$ cat src/rtl/cpu_pkg.sv
// Shared CPU constants: address width, default reset vector and the PC step.
// The PC register and the datapath's fetch adder both use PC_STEP.
// No ports; import with cpu_pkg::*.
package cpu_pkg;

    localparam int          ADDR_W            = 32;
    localparam logic [31:0] RESET_VECTOR_DFLT = 32'h0000_0000;
    localparam int          PC_STEP           = 4;

endpackage : cpu_pkg

$ cat src/rtl/pc_reg_if.sv
// Bus between the datapath and the program counter register.
// master: datapath side (drives PCin, observes PC state).
// slave : pc_reg side (takes PCin, drives PCout/PCplus4/misaligned/started).
interface pc_reg_if #(
    parameter int WIDTH = 32
);

    logic [WIDTH-1:0] PCin;
    logic [WIDTH-1:0] PCout;
    logic [WIDTH-1:0] PCplus4;
    logic             misaligned;
    logic             started;

    modport master (
        output PCin,
        input  PCout,
        input  PCplus4,
        input  misaligned,
        input  started
    );

    modport slave (
        input  PCin,
        output PCout,
        output PCplus4,
        output misaligned,
        output started
    );

endinterface : pc_reg_if

$ cat src/rtl/pc_reg.sv
// Program counter register for the single-cycle MIPS CPU; loads PCin every rising edge.
// Latency: 1 cycle PCin->PCout; PCplus4 and misaligned are combinational from PCout.
// Backpressure: none; there is no enable or stall, the load is unconditional.
//
// Ports: clock, reset (async, active-high), pc_bus (pc_reg_if.slave:
//   PCin in; PCout, PCplus4, misaligned, started out).
// Optional macro PC_FORCE_ALIGN_EN: clears PCin[1:0] and RESET_VECTOR[1:0]
//   before use and ties misaligned low. Default build loads PCin verbatim.
module pc_reg
    import cpu_pkg::*;
#(
    parameter int          WIDTH        = ADDR_W,
    parameter logic [31:0] RESET_VECTOR = RESET_VECTOR_DFLT
) (
    input  logic     clock,
    input  logic     reset,
    pc_reg_if.slave  pc_bus
);

    // RESET_VECTOR is 32 bits wide; a size cast truncates or zero-extends it.
    localparam logic [WIDTH-1:0] RV_SIZED = WIDTH'(RESET_VECTOR);

`ifdef PC_FORCE_ALIGN_EN
    localparam logic [WIDTH-1:0] RST_VAL = {RV_SIZED[WIDTH-1:2], 2'b00};
`else
    localparam logic [WIDTH-1:0] RST_VAL = RV_SIZED;
`endif

    logic [WIDTH-1:0] pc_q;
    logic [WIDTH-1:0] pc_d;
    logic             started_q;

    always_comb begin
        pc_d = pc_bus.PCin;
`ifdef PC_FORCE_ALIGN_EN
        pc_d = {pc_bus.PCin[WIDTH-1:2], 2'b00};
`endif
    end

    // Reset wins over a coincident clock edge because it is in the sensitivity
    // list and tested first; release is only seen at the next rising edge.
    always_ff @(posedge clock or posedge reset) begin
        if (reset) begin
            pc_q      <= RST_VAL;
            started_q <= 1'b0;
        end else begin
            pc_q      <= pc_d;
            started_q <= 1'b1;
        end
    end

    assign pc_bus.PCout   = pc_q;
    assign pc_bus.started = started_q;
    // Modular add: carry-out past WIDTH is dropped, so the top address wraps to 0.
    assign pc_bus.PCplus4 = pc_q + WIDTH'(PC_STEP);

`ifdef PC_FORCE_ALIGN_EN
    assign pc_bus.misaligned = 1'b0;
`else
    assign pc_bus.misaligned = |pc_q[1:0];
`endif

endmodule : pc_reg

$ cat src/flat_wrapper.sv
// flat-port wrapper written by rule: the top's interface ports become plain ports
module pc_reg_flat import cpu_pkg::*;
#(
    parameter int          WIDTH        = ADDR_W,
    parameter logic [31:0] RESET_VECTOR = RESET_VECTOR_DFLT
)
  (clock, reset, pc_bus_PCin, pc_bus_PCout, pc_bus_PCplus4, pc_bus_misaligned, pc_bus_started);
  pc_reg_if #(.WIDTH(WIDTH)) pc_bus_i ();
  input  logic clock;
  input  logic reset;
  input wire logic [$bits(pc_bus_i.PCin)-1:0] pc_bus_PCin;
  output wire logic [$bits(pc_bus_i.PCout)-1:0] pc_bus_PCout;
  output wire logic [$bits(pc_bus_i.PCplus4)-1:0] pc_bus_PCplus4;
  output wire logic [$bits(pc_bus_i.misaligned)-1:0] pc_bus_misaligned;
  output wire logic [$bits(pc_bus_i.started)-1:0] pc_bus_started;
  assign pc_bus_i.PCin = pc_bus_PCin;
  assign pc_bus_PCout = pc_bus_i.PCout;
  assign pc_bus_PCplus4 = pc_bus_i.PCplus4;
  assign pc_bus_misaligned = pc_bus_i.misaligned;
  assign pc_bus_started = pc_bus_i.started;
  pc_reg #(.WIDTH(WIDTH), .RESET_VECTOR(RESET_VECTOR)) u_core (.clock(clock), .reset(reset), .pc_bus(pc_bus_i));
endmodule
$ cat config.mk
export PLATFORM = sky130hd
export DESIGN_NAME = pc_reg_flat
export DESIGN_NICKNAME = d
export VERILOG_FILES = /design/src/rtl/cpu_pkg.sv /design/src/rtl/pc_reg_if.sv /design/src/rtl/pc_reg.sv /design/src/flat_wrapper.sv
export SDC_FILE = /design/constraint.sdc
export NUM_CORES = 1
export LEC_CHECK = 0
export CAP_MARGIN = 25
export CORE_MARGIN = 1.5
export CORE_UTILIZATION = 39
export CTS_BUF_LIST = sky130_fd_sc_hd__clkbuf_8
export CTS_CLUSTER_DIAMETER = 100
export DETAILED_ROUTE_END_ITERATION = 10
export PLACE_DENSITY = 0.95
export SLEW_MARGIN = 20
export SYNTH_ARGS = -nofsm -noshare
export SYNTH_HDL_FRONTEND = slang
export SYNTH_SLANG_ARGS = --single-unit
$ cat constraint.sdc
create_clock -name clock -period 5.17 [get_ports clock]
set_input_delay 1.034 -clock clock [delete_from_list [all_inputs] [get_ports clock]]
set_output_delay 1.034 -clock clock [all_outputs]
set_load 0.01 [all_outputs]
* Word level (Yosys, flattened, before mapping)
Cells that the tools add are included.
Word-level totals: output and inout bits 66, logic and storage cells 4, register bits 33, input port bits 34
Operators by class: add/sub/neg operators 1, reductions and logical operators 1
Operators by type and width (number):
- 32-bit by 3-bit adder with 32-bit output (second input constant) | 1
- 2-bit OR reduction | 1

* Depth between registers and ports, before layout
Gate-level depths: netlist (run 1).
depth in word-level cells 1, mapped depth 5, mapped depth without buffers 5

* Least setup slack after synthesis (run 1)
Ideal clock, no wire load.
path kind register -> output, start reg u_core.pc_q[2], in the netlist u_core.pc_bus.PCout[2], end out pc_bus_PCplus4[30], cell stages (with the launch flop) 6, required time 4.136 ns, buffers on the path 0, slack 2.552 ns, data arrival time 1.584 ns, cell sequence dfrtp_1 > ha_1 > nand3_1 > nor4_4 > nand4_1 > xnor2_1
On the way: cells in the longest elaborated chain, start to end 1
RTL lines:
- start, declared | RTL line pc_reg.sv:29 | logic [WIDTH-1:0] pc_q;
- start signal, assigned | RTL line pc_reg.sv:47 | pc_q <= pc_d;
- 32-bit by 3-bit adder with 32-bit output | RTL line pc_reg.sv:55 | assign pc_bus.PCplus4 = pc_q + WIDTH'(PC_STEP);
- end, declared | RTL line flat_wrapper.sv:13 | output wire logic [$bits(pc_bus_i.PCplus4)-1:0] pc_bus_PCplus4;
Every way passes these cells.

* Worst setup path in the final report (run 1)
start reg u_core.pc_q[2], in the netlist u_core.pc_bus.PCout[2], end out pc_bus_PCplus4[22]
The elaborated chain is that of the path after synthesis.

==> impl_metrics.tcl, run 1 <==
set metrics [dict create \
    power.share.sequential_pct 49.5 \
    yosys-top-cells-count "dfrtp_1 (33), xnor2_1 (19), nand2_1 (10), nand3_1 (10), xor2_1 (9)" \
    avgSynthCellArea_um2 12.3 \
    antennaDiodeCount 0 \
    cp_max_fo 8 \
    tightest_slew_ps 565 \
    cts_hold_buffers 0 \
    core_mm2 0.00344 \
    die_w_um 64.0 \
    async_flop_share_pct 100 \
    vias 1296 \
    synth_nets 153 \
    synth.most_common_cell "dfrtp_1" \
    status "finished, final reports clean" \
    p_per_area_mw_per_mm2 228 \
    layout.nets 258 \
    crit_path_end_kind "output pin" \
    synthFlopType "dfrtp_1" \
    stdcell_count 270 \
    switching_power_uw 148 \
    cap_violations 0 \
    worst_slack_ps 1450 \
    cts_tree "yes" \
    antenna_found_initial 0 \
    tns_ps 0 \
    period_share_pct 71.9 \
    grt_pass1_vias 1348 \
    start_kind "flip-flop" \
    combPwrFrac_pct 20.9 \
    ir_worst_vdd_uv 169 \
    vias_per_cell 4.80 \
    top_usage_layer "met2" \
    yosys.area.top_type "dfrtp_1" \
    post-cts-setup-buffers 0 \
    yosysSeqAreaShare_pct 57.0 \
    ys_ff_latch 33 \
    wl_per_cell_um 16.3 \
    fin_crit_ps 3720 \
    rows 21 \
    clockBufferDepth 2 \
    track_usage_pct 23.1 \
    rsz0062_at_grt "false" \
    hold_violations 0 \
    cts_root_buffer "clkbuf_8" \
    p_int_uw 439 \
    wl_um 4400 \
    critPathArrivalTime_ps 2680 \
    dr.pass1.iters 4 \
    max_freq_ghz 0.269 \
    hpwl_um 3280 \
    sw_frac_of_total_pct 25.2 \
    overflow 0 \
    met2_usage_pct 42.8 \
    ys_warn_count 0 \
    slew_headroom_pct 62.0 \
    holdWs_ps 1190 \
    synthCells 118 \
    grt_use_met3_pct 8.10 \
    die-area_mm2 0.00409 \
    grt_pass1_wl_um 6960 \
    io_buffer_count 99 \
    drc 0 \
    postCtsResizedCells 0 \
    clock-sinks 33 \
    synth_top_area_share_pct 57.0 \
    ys_top_cells_by_area "dfrtp_1 (57%), xnor2_1 (11%), xor2_1 (5.4%)" \
    num_io_pins 100 \
    required_ps 4140 \
    drive_gt1_share_pct 6.25 \
    slew_violations 0 \
    gp_congestion 0.736 \
    drt_iter0_drc 41 \
    drtAntennaViolNets 0 \
    hold_path_class "in2async" \
    area_delta_synth_final_pct 77.4 \
    start_util_pct 42.1 \
    setup_violations 0 \
    p_leak_uw 0.00105 \
    p_clk_share_pct 29.6 \
    synth_edf_count 0 \
    cts_buffers 5 \
    place_ws_ps 1830 \
    cts.clk_slew.worst_paths_ps 60 \
    htree_num_levels 2 \
    ys_types 21 \
    die_h_um 64.0 \
    netlist_area_mm2 0.00145 \
    place_inst 262 \
    worstSetupPathType "reg2out" \
    use_met1_pct 23.0 \
    grt_max_degree 34 \
]
==> worst paths after layout <==
path                                         from                      end  cells after the start
setup / recovery           u_core.pc_bus.PCout[2]       pc_bus_PCplus4[22]                      6
hold / removal                              reset   u_core.pc_bus.PCout[2]                      3
max in group asynchronous                   reset  u_core.pc_bus.PCout[31]                      3
min in group clock                pc_bus_PCin[24]  u_core.pc_bus.PCout[24]                      1
==> worst max-delay path, stage by stage (launching register included) <==
cell	delay, ps
dfrtp_1	440
ha_1	220
nand3_1	240
nor4_4	490
nand3_1	210
xnor2_1	230
clkdlybuf4s50_1	570
==> through the flow <==
stage | utilization, % | total power (uW) | instance area (um2)
after detailed placement | 72.3 | 417 | 2490
after CTS | 74.7 | 593 | 2570
after floorplan | - | 329 | 1450
final | 74.7 | 587 | 2570
after global routing | 74.7 | 616 | 2570
after global placement | 72.3 | 413 | 2490
==> per-layer routing <==
layer,up-vias,share of wire [%]
li1,605,-
met3,9,7.4
met5,-,0
met4,0,2.4
met1,620,35
met2,62,55
==> placed cells by master (no fill, tap or decap), drive strengths merged <==
cell           instances
inv                    7
nor2                   6
xor2                   9
nor3                   3
conb                   1
buf                    1
xnor2                 19
or2                    2
clkbuf                 5
nand4                  8
nand3                 12
nand2                 10
and3                   4
dfrtp                 33
ha                     1
clkdlybuf4s50         99
nor4                   4
==> area by class of cell <==
cell class | instances | area [um2]
Tap cell | 46 | 57.6
Clock buffer | 5 | 68.8
Timing Repair Buffer | 100 | 998
Clock inverter | 3 | 11.3
Fill cell | 235 | 872
Multi-Input combinational cell | 79 | 593
Inverter | 4 | 15.0
Sequential cell | 33 | 826
==> power groups by stage <==
stage / Clock (uW) / Sequential, uW / Combinational (uW)
CTS: 178 / 290 / 124
finish: 174 / 290 / 123
floorplan: 0 / 298 / 31.1
detailed placement: 0 / 294 / 123
global placement: 0 / 293 / 120
global route: 194 / 292 / 130
==> sequential cells by signal (all words and copies together), names as in the netlist <==
signal and cells:
u_core.pc_bus.started 1, u_core.pc_bus.PCout 32
==> logic make-up (layout without fill, tap and decap cells) <==
kind of cell	after synthesis	in the layout	synth area share, %
other cells	1	1	0.259
simple gates	49	49	22.9
xor+xnor	28	28	16.9
flops	33	33	57.0
buf+inv	6	112	2.07
fa+ha+maj	1	1	0.863
Power figures use the tool's default switching activity.
==> inputs of run 2 (changes only) <==
--- a/config.mk
+++ b/config.mk
@@ -7,11 +7,11 @@
 export LEC_CHECK = 0
 export CAP_MARGIN = 25
 export CORE_MARGIN = 1.5
-export CORE_UTILIZATION = 39
+export CORE_UTILIZATION = 36
 export CTS_BUF_LIST = sky130_fd_sc_hd__clkbuf_8
 export CTS_CLUSTER_DIAMETER = 100
 export DETAILED_ROUTE_END_ITERATION = 10
-export PLACE_DENSITY = 0.95
+export PLACE_DENSITY = 0.89
 export SLEW_MARGIN = 20
 export SYNTH_ARGS = -nofsm -noshare
 export SYNTH_HDL_FRONTEND = slang
==> constraint.sdc (replaced) <==
create_clock -name clock -period 3.9 [get_ports clock]
set_input_delay 0.78 -clock clock [delete_from_list [all_inputs] [get_ports clock]]
set_output_delay 0.78 -clock clock [all_outputs]
set_load 0.01 [all_outputs]
==> run 2 against run 1 <==
Routed wire length down 10%. Critical endpoint is now pc_bus_PCplus4[18]. Clock power is 56% higher. Flip-flop and latch count unchanged. Global-route usage fell by 3.5 points. Cell count rose by 0.74%. Critical path depth unchanged. First-iteration DRC count rose by 4.9%. Clock-buffer cell count rose by 2.
==> impl_metrics.tcl, run 2 (synthesized netlist as in run 1, its figures left out) <==
set metrics [dict create \
    ir_worst_vdd_uv 293 \
    drive_gt1_share_pct 7.59 \
    max_freq_ghz 0.298 \
    cp_max_fo 8 \
    rsz0062_at_grt "false" \
    hpwl_um 3180 \
    overflow 0 \
    htree_num_levels 2 \
    critPathArrivalTime_ps 2580 \
    grt_pass1_wl_um 6320 \
    seq_area_um2 826 \
    vias_per_cell 4.63 \
    postCtsResizedCells 0 \
    worstSetupPathType "reg2out" \
    tns_ps 0 \
    grt_pass1_vias 1347 \
    post-cts-setup-buffers 0 \
    final_cell_mix "clkdlybuf4s50_1 (99), dfrtp_1 (33), xnor2_1 (19)" \
    setup_violations 0 \
    cts.clk_slew.worst_paths_ps 60 \
    p_leak_uw 0.00105 \
    core_mm2 0.00377 \
    io_buffer_count 99 \
    crit_path_end_kind "output pin" \
    die_h_um 66.4 \
    start_kind "flip-flop" \
    multi_input_area_um2 593 \
    rows 22 \
    wl_um 3950 \
    path_cells "ha_1 > nand3_1 > nor4_4 > nand3_1 > xnor2_1 > clkdlybuf4s50_1" \
    area_delta_synth_final_pct 79.0 \
    clockBufferDepth 2 \
    tightest_slew_ps 557 \
    num_io_pins 100 \
    cts_hold_buffers 0 \
    die-area_mm2 0.00441 \
    cts_root_buffer "clkbuf_8" \
    slowest_delay_ps 570 \
    path_common_cell "nand3_1" \
    clock-sinks 33 \
    hold_path_class "in2async" \
    status "finished, final reports clean" \
    crit_slowest_cell "clkdlybuf4s50_1" \
    required_ps 3120 \
    grt_max_degree 34 \
    start_util_pct 38.4 \
    period_share_pct 86.1 \
    cap_violations 0 \
    antennaDiodeCount 0 \
    die_w_um 66.4 \
    largest_reg_flops 32 \
    cp-startpoint "u_core.pc_bus.PCout[2]" \
    drtAntennaViolNets 0 \
    fill_cells 283 \
    p_per_area_mw_per_mm2 315 \
    cts_tree "yes" \
    place_ws_ps 865 \
    gp_congestion 0.715 \
    crit_path_end "pc_bus_PCplus4[18]" \
    layout.nets 258 \
    hold_violations 0 \
    dr.pass1.iters 4 \
    cts_buffers 5 \
    slew_headroom_pct 62.6 \
    vias 1260 \
    track_usage_pct 19.6 \
    fin_crit_ps 3360 \
    drc 0 \
    worst_slack_ps 541 \
    wl_per_cell_um 14.5 \
    final_common_cell "clkdlybuf4s50_1" \
    antenna_found_initial 0 \
    slew_violations 0 \
    drt_iter0_drc 43 \
]
run 2: worst min path at each step:
| stage | from | end | slack, ps | depth (start not counted) |
|---|---|---|---|---|
| 3_3_place_gp | reset | u_core.pc_bus.started | 1180 | 3 |
| 5_1_grt | pc_bus_PCin[9] | u_core.pc_bus.PCout[9] | 930 | 1 |
| 4_1_cts | reset | u_core.pc_bus.PCout[20] | 910 | 3 |
| 3_5_place_dp | reset | u_core.pc_bus.PCout[16] | 1180 | 3 |
| 2_1_floorplan | pc_bus_PCin[0] | u_core.pc_bus.PCout[0] | 810 | 0 |
| 6_report | reset | u_core.pc_bus.PCout[19] | 900 | 3 |
run 2: final cells by class:
class	count	area share (%)
clock buffer	7	3.71
sequential	33	31.8
inverter	4	0.579
multi-input combinational	79	22.9
clock inverter	1	0.193
timing repair buffer	100	38.5
tap	48	2.32
run 2: power by group:
group	internal [uW]	switching, uW
combinational	103	57.6
clock	159	112
sequential	360	24.0
run 2: layer usage:
metal | global-route usage (%) | vias to the layer above | wire length [um]
li1 | - | 604 | -
met1 | 20.8 | 590 | 1440
met2 | 33.5 | 60 | 2090
met3 | 8.52 | 6 | 341
met4 | 8.42 | 0 | 72
met5 | 0 | - | 0
run 2: stage by stage:
stage               hold slack (ps)  std cells  cell area (um2)  power (uW)  util, %
global placement               1180        264             2490         548     66.1
finish                          898        272             2590         816     68.8
floorplan                       811        118             1450         436        -
CTS                             910        272             2590         823     68.8
global route                    926        272             2590         856     68.8
detailed placement             1180        264             2490         552     66.1
run 2: critical path: cells and delay by family, from the launching register on:
family | cells | cell delay (ps)
xor+xnor | 1 | 220
simple gates | 3 | 880
fa+ha+maj | 1 | 220
flops | 1 | 430
buf+inv | 1 | 570
==> inputs of run 3 (changes only) <==
==> constraint.sdc (replaced) <==
create_clock -name clock -period 3.3 [get_ports clock]
set_input_delay 0.66 -clock clock [delete_from_list [all_inputs] [get_ports clock]]
set_output_delay 0.66 -clock clock [all_outputs]
set_load 0.01 [all_outputs]
==> run 3 against run 2 <==
Cell count grew 0.37%. Die area stayed put. Critical path depth is 1 higher. Via count fell by 0.16%. Worst setup slack lost 360 ps. First-iteration DRC count is 12% higher. Design area rose by 0.29%.
==> impl_metrics.tcl, run 3 (synthesized netlist as in run 1, its figures left out) <==
set metrics [dict create \
    crit_slowest_cell "clkdlybuf4s50_1" \
    switching_power_uw 226 \
    grt_pass1_wl_um 6100 \
    final_common_cell "clkdlybuf4s50_1" \
    crit_buf_inv 2 \
    cts_tree "yes" \
    area_delta_synth_final_pct 79.5 \
    dr.pass1.iters 4 \
    utilization_pct 69.0 \
    hold_violations 0 \
    p_leak_uw 0.00106 \
    start_kind "flip-flop" \
    cp_top_family "buffers and inverters" \
    grt_max_degree 34 \
    die_w_um 66.4 \
    drive_gt1_share_pct 8.00 \
    hpwl_um 3060 \
    drc 0 \
    p_clk_share_pct 33.2 \
    path_common_cell "nand3_1" \
    cts_hold_buffers 0 \
    sw_frac_of_total_pct 23.5 \
    largest_reg_flops 32 \
    combPwrFrac_pct 19.7 \
    grt_pass1_vias 1292 \
    rsz0062_at_grt "false" \
    vias_per_cell 4.61 \
    start_util_pct 38.4 \
    clock-sinks 33 \
    p_int_uw 736 \
    vias 1258 \
    wl_per_cell_um 13.8 \
    cts_buffers 5 \
    num_io_pins 100 \
    htree_num_levels 2 \
    required_ps 2640 \
    final_cell_mix "clkdlybuf4s50_1 (99), dfrtp_1 (33), xnor2_1 (19)" \
    hold_path_class "in2async" \
    clockBufferDepth 2 \
    antenna_found_initial 0 \
    cts.clk_slew.worst_paths_ps 60 \
    fin_crit_ps 3120 \
    path_cells "ha_1 > nand3_1 > nor4_4 > buf_4 > nand3_1 > xnor2_1 > clkdlybuf4s50_1" \
    core_mm2 0.00377 \
    gp_congestion 0.775 \
    die-area_mm2 0.00441 \
    setup_violations 0 \
    layout.nets 259 \
    period_share_pct 94.4 \
    max_freq_ghz 0.321 \
    slew_violations 0 \
    crit_path_end_kind "output pin" \
    status "finished, final reports clean" \
    track_usage_pct 19.0 \
    rows 22 \
    critPathArrivalTime_ps 2460 \
    cts_root_buffer "clkbuf_8" \
    cp_max_fo 8 \
    io_buffer_count 99 \
    overflow 0 \
    drt_iter0_drc 48 \
    slowest_delay_ps 590 \
    postCtsResizedCells 0 \
    cap_violations 0 \
    drtAntennaViolNets 0 \
    worstSetupPathType "reg2out" \
    tns_ps 0 \
    antennaDiodeCount 0 \
    die_h_um 66.4 \
    power.share.sequential_pct 47.1 \
    holdWs_ps 761 \
    p_per_area_mw_per_mm2 370 \
    wl_um 3770 \
    ir_worst_vdd_uv 317 \
]
[run 3: what timing repair did]
item,4_1_cts,5_1_grt
endpoints found under the setup margin,0,7
setup buffers,0,1
hold endpoints to repair,0,0
[run 3: worst max path at each step]
stage                                       from                 end  slack [ps]  cells past startpoint
after floorplan           u_core.pc_bus.PCout[2]  pc_bus_PCplus4[30]        1060                      5
after global placement    u_core.pc_bus.PCout[2]  pc_bus_PCplus4[30]         440                      6
after detailed placement  u_core.pc_bus.PCout[2]  pc_bus_PCplus4[24]         370                      6
after CTS                 u_core.pc_bus.PCout[2]  pc_bus_PCplus4[24]          60                      6
after global routing      u_core.pc_bus.PCout[2]  pc_bus_PCplus4[24]          20                      7
final                     u_core.pc_bus.PCout[2]  pc_bus_PCplus4[24]         180                      7
[run 3: power by group through the flow]
stage / registers, uW / clock network, uW / logic (uW)
floorplan: 467 / 0 / 48.7
global placement: 459 / 0 / 189
detailed placement: 461 / 0 / 191
CTS: 453 / 332 / 192
global route: 457 / 351 / 203
finish: 453 / 319 / 189
[run 3: final cells by class]
type | count | area (um2)
clock buffers | 7 | 96.3
clock inverters | 1 | 5.00
fillers | 252 | 1170
inverters | 4 | 15.0
multi-input cells | 79 | 593
flip-flops and latches | 33 | 826
well taps | 48 | 60.1
repair buffers | 101 | 1010
[run 3: layer usage]
metal | up-vias | GRT usage [%] | part of all wire (%)
met4 | 0 | 9.44 | 2.3
met1 | 575 | 21.5 | 38
li1 | 611 | - | -
met3 | 9 | 7.50 | 9.2
met2 | 63 | 31.0 | 51
met5 | - | 0 | 0
[run 3: stage by stage]
step / worst slack [ps] / instances / power (uW) / area, um2
global placement: 436 / 264 / 648 / 2490
floorplan: 1060 / 118 / 516 / 1450
CTS: 64.9 / 272 / 978 / 2590
global route: 19.0 / 273 / 1010 / 2600
detailed placement: 375 / 264 / 651 / 2490
finish: 184 / 273 / 962 / 2600
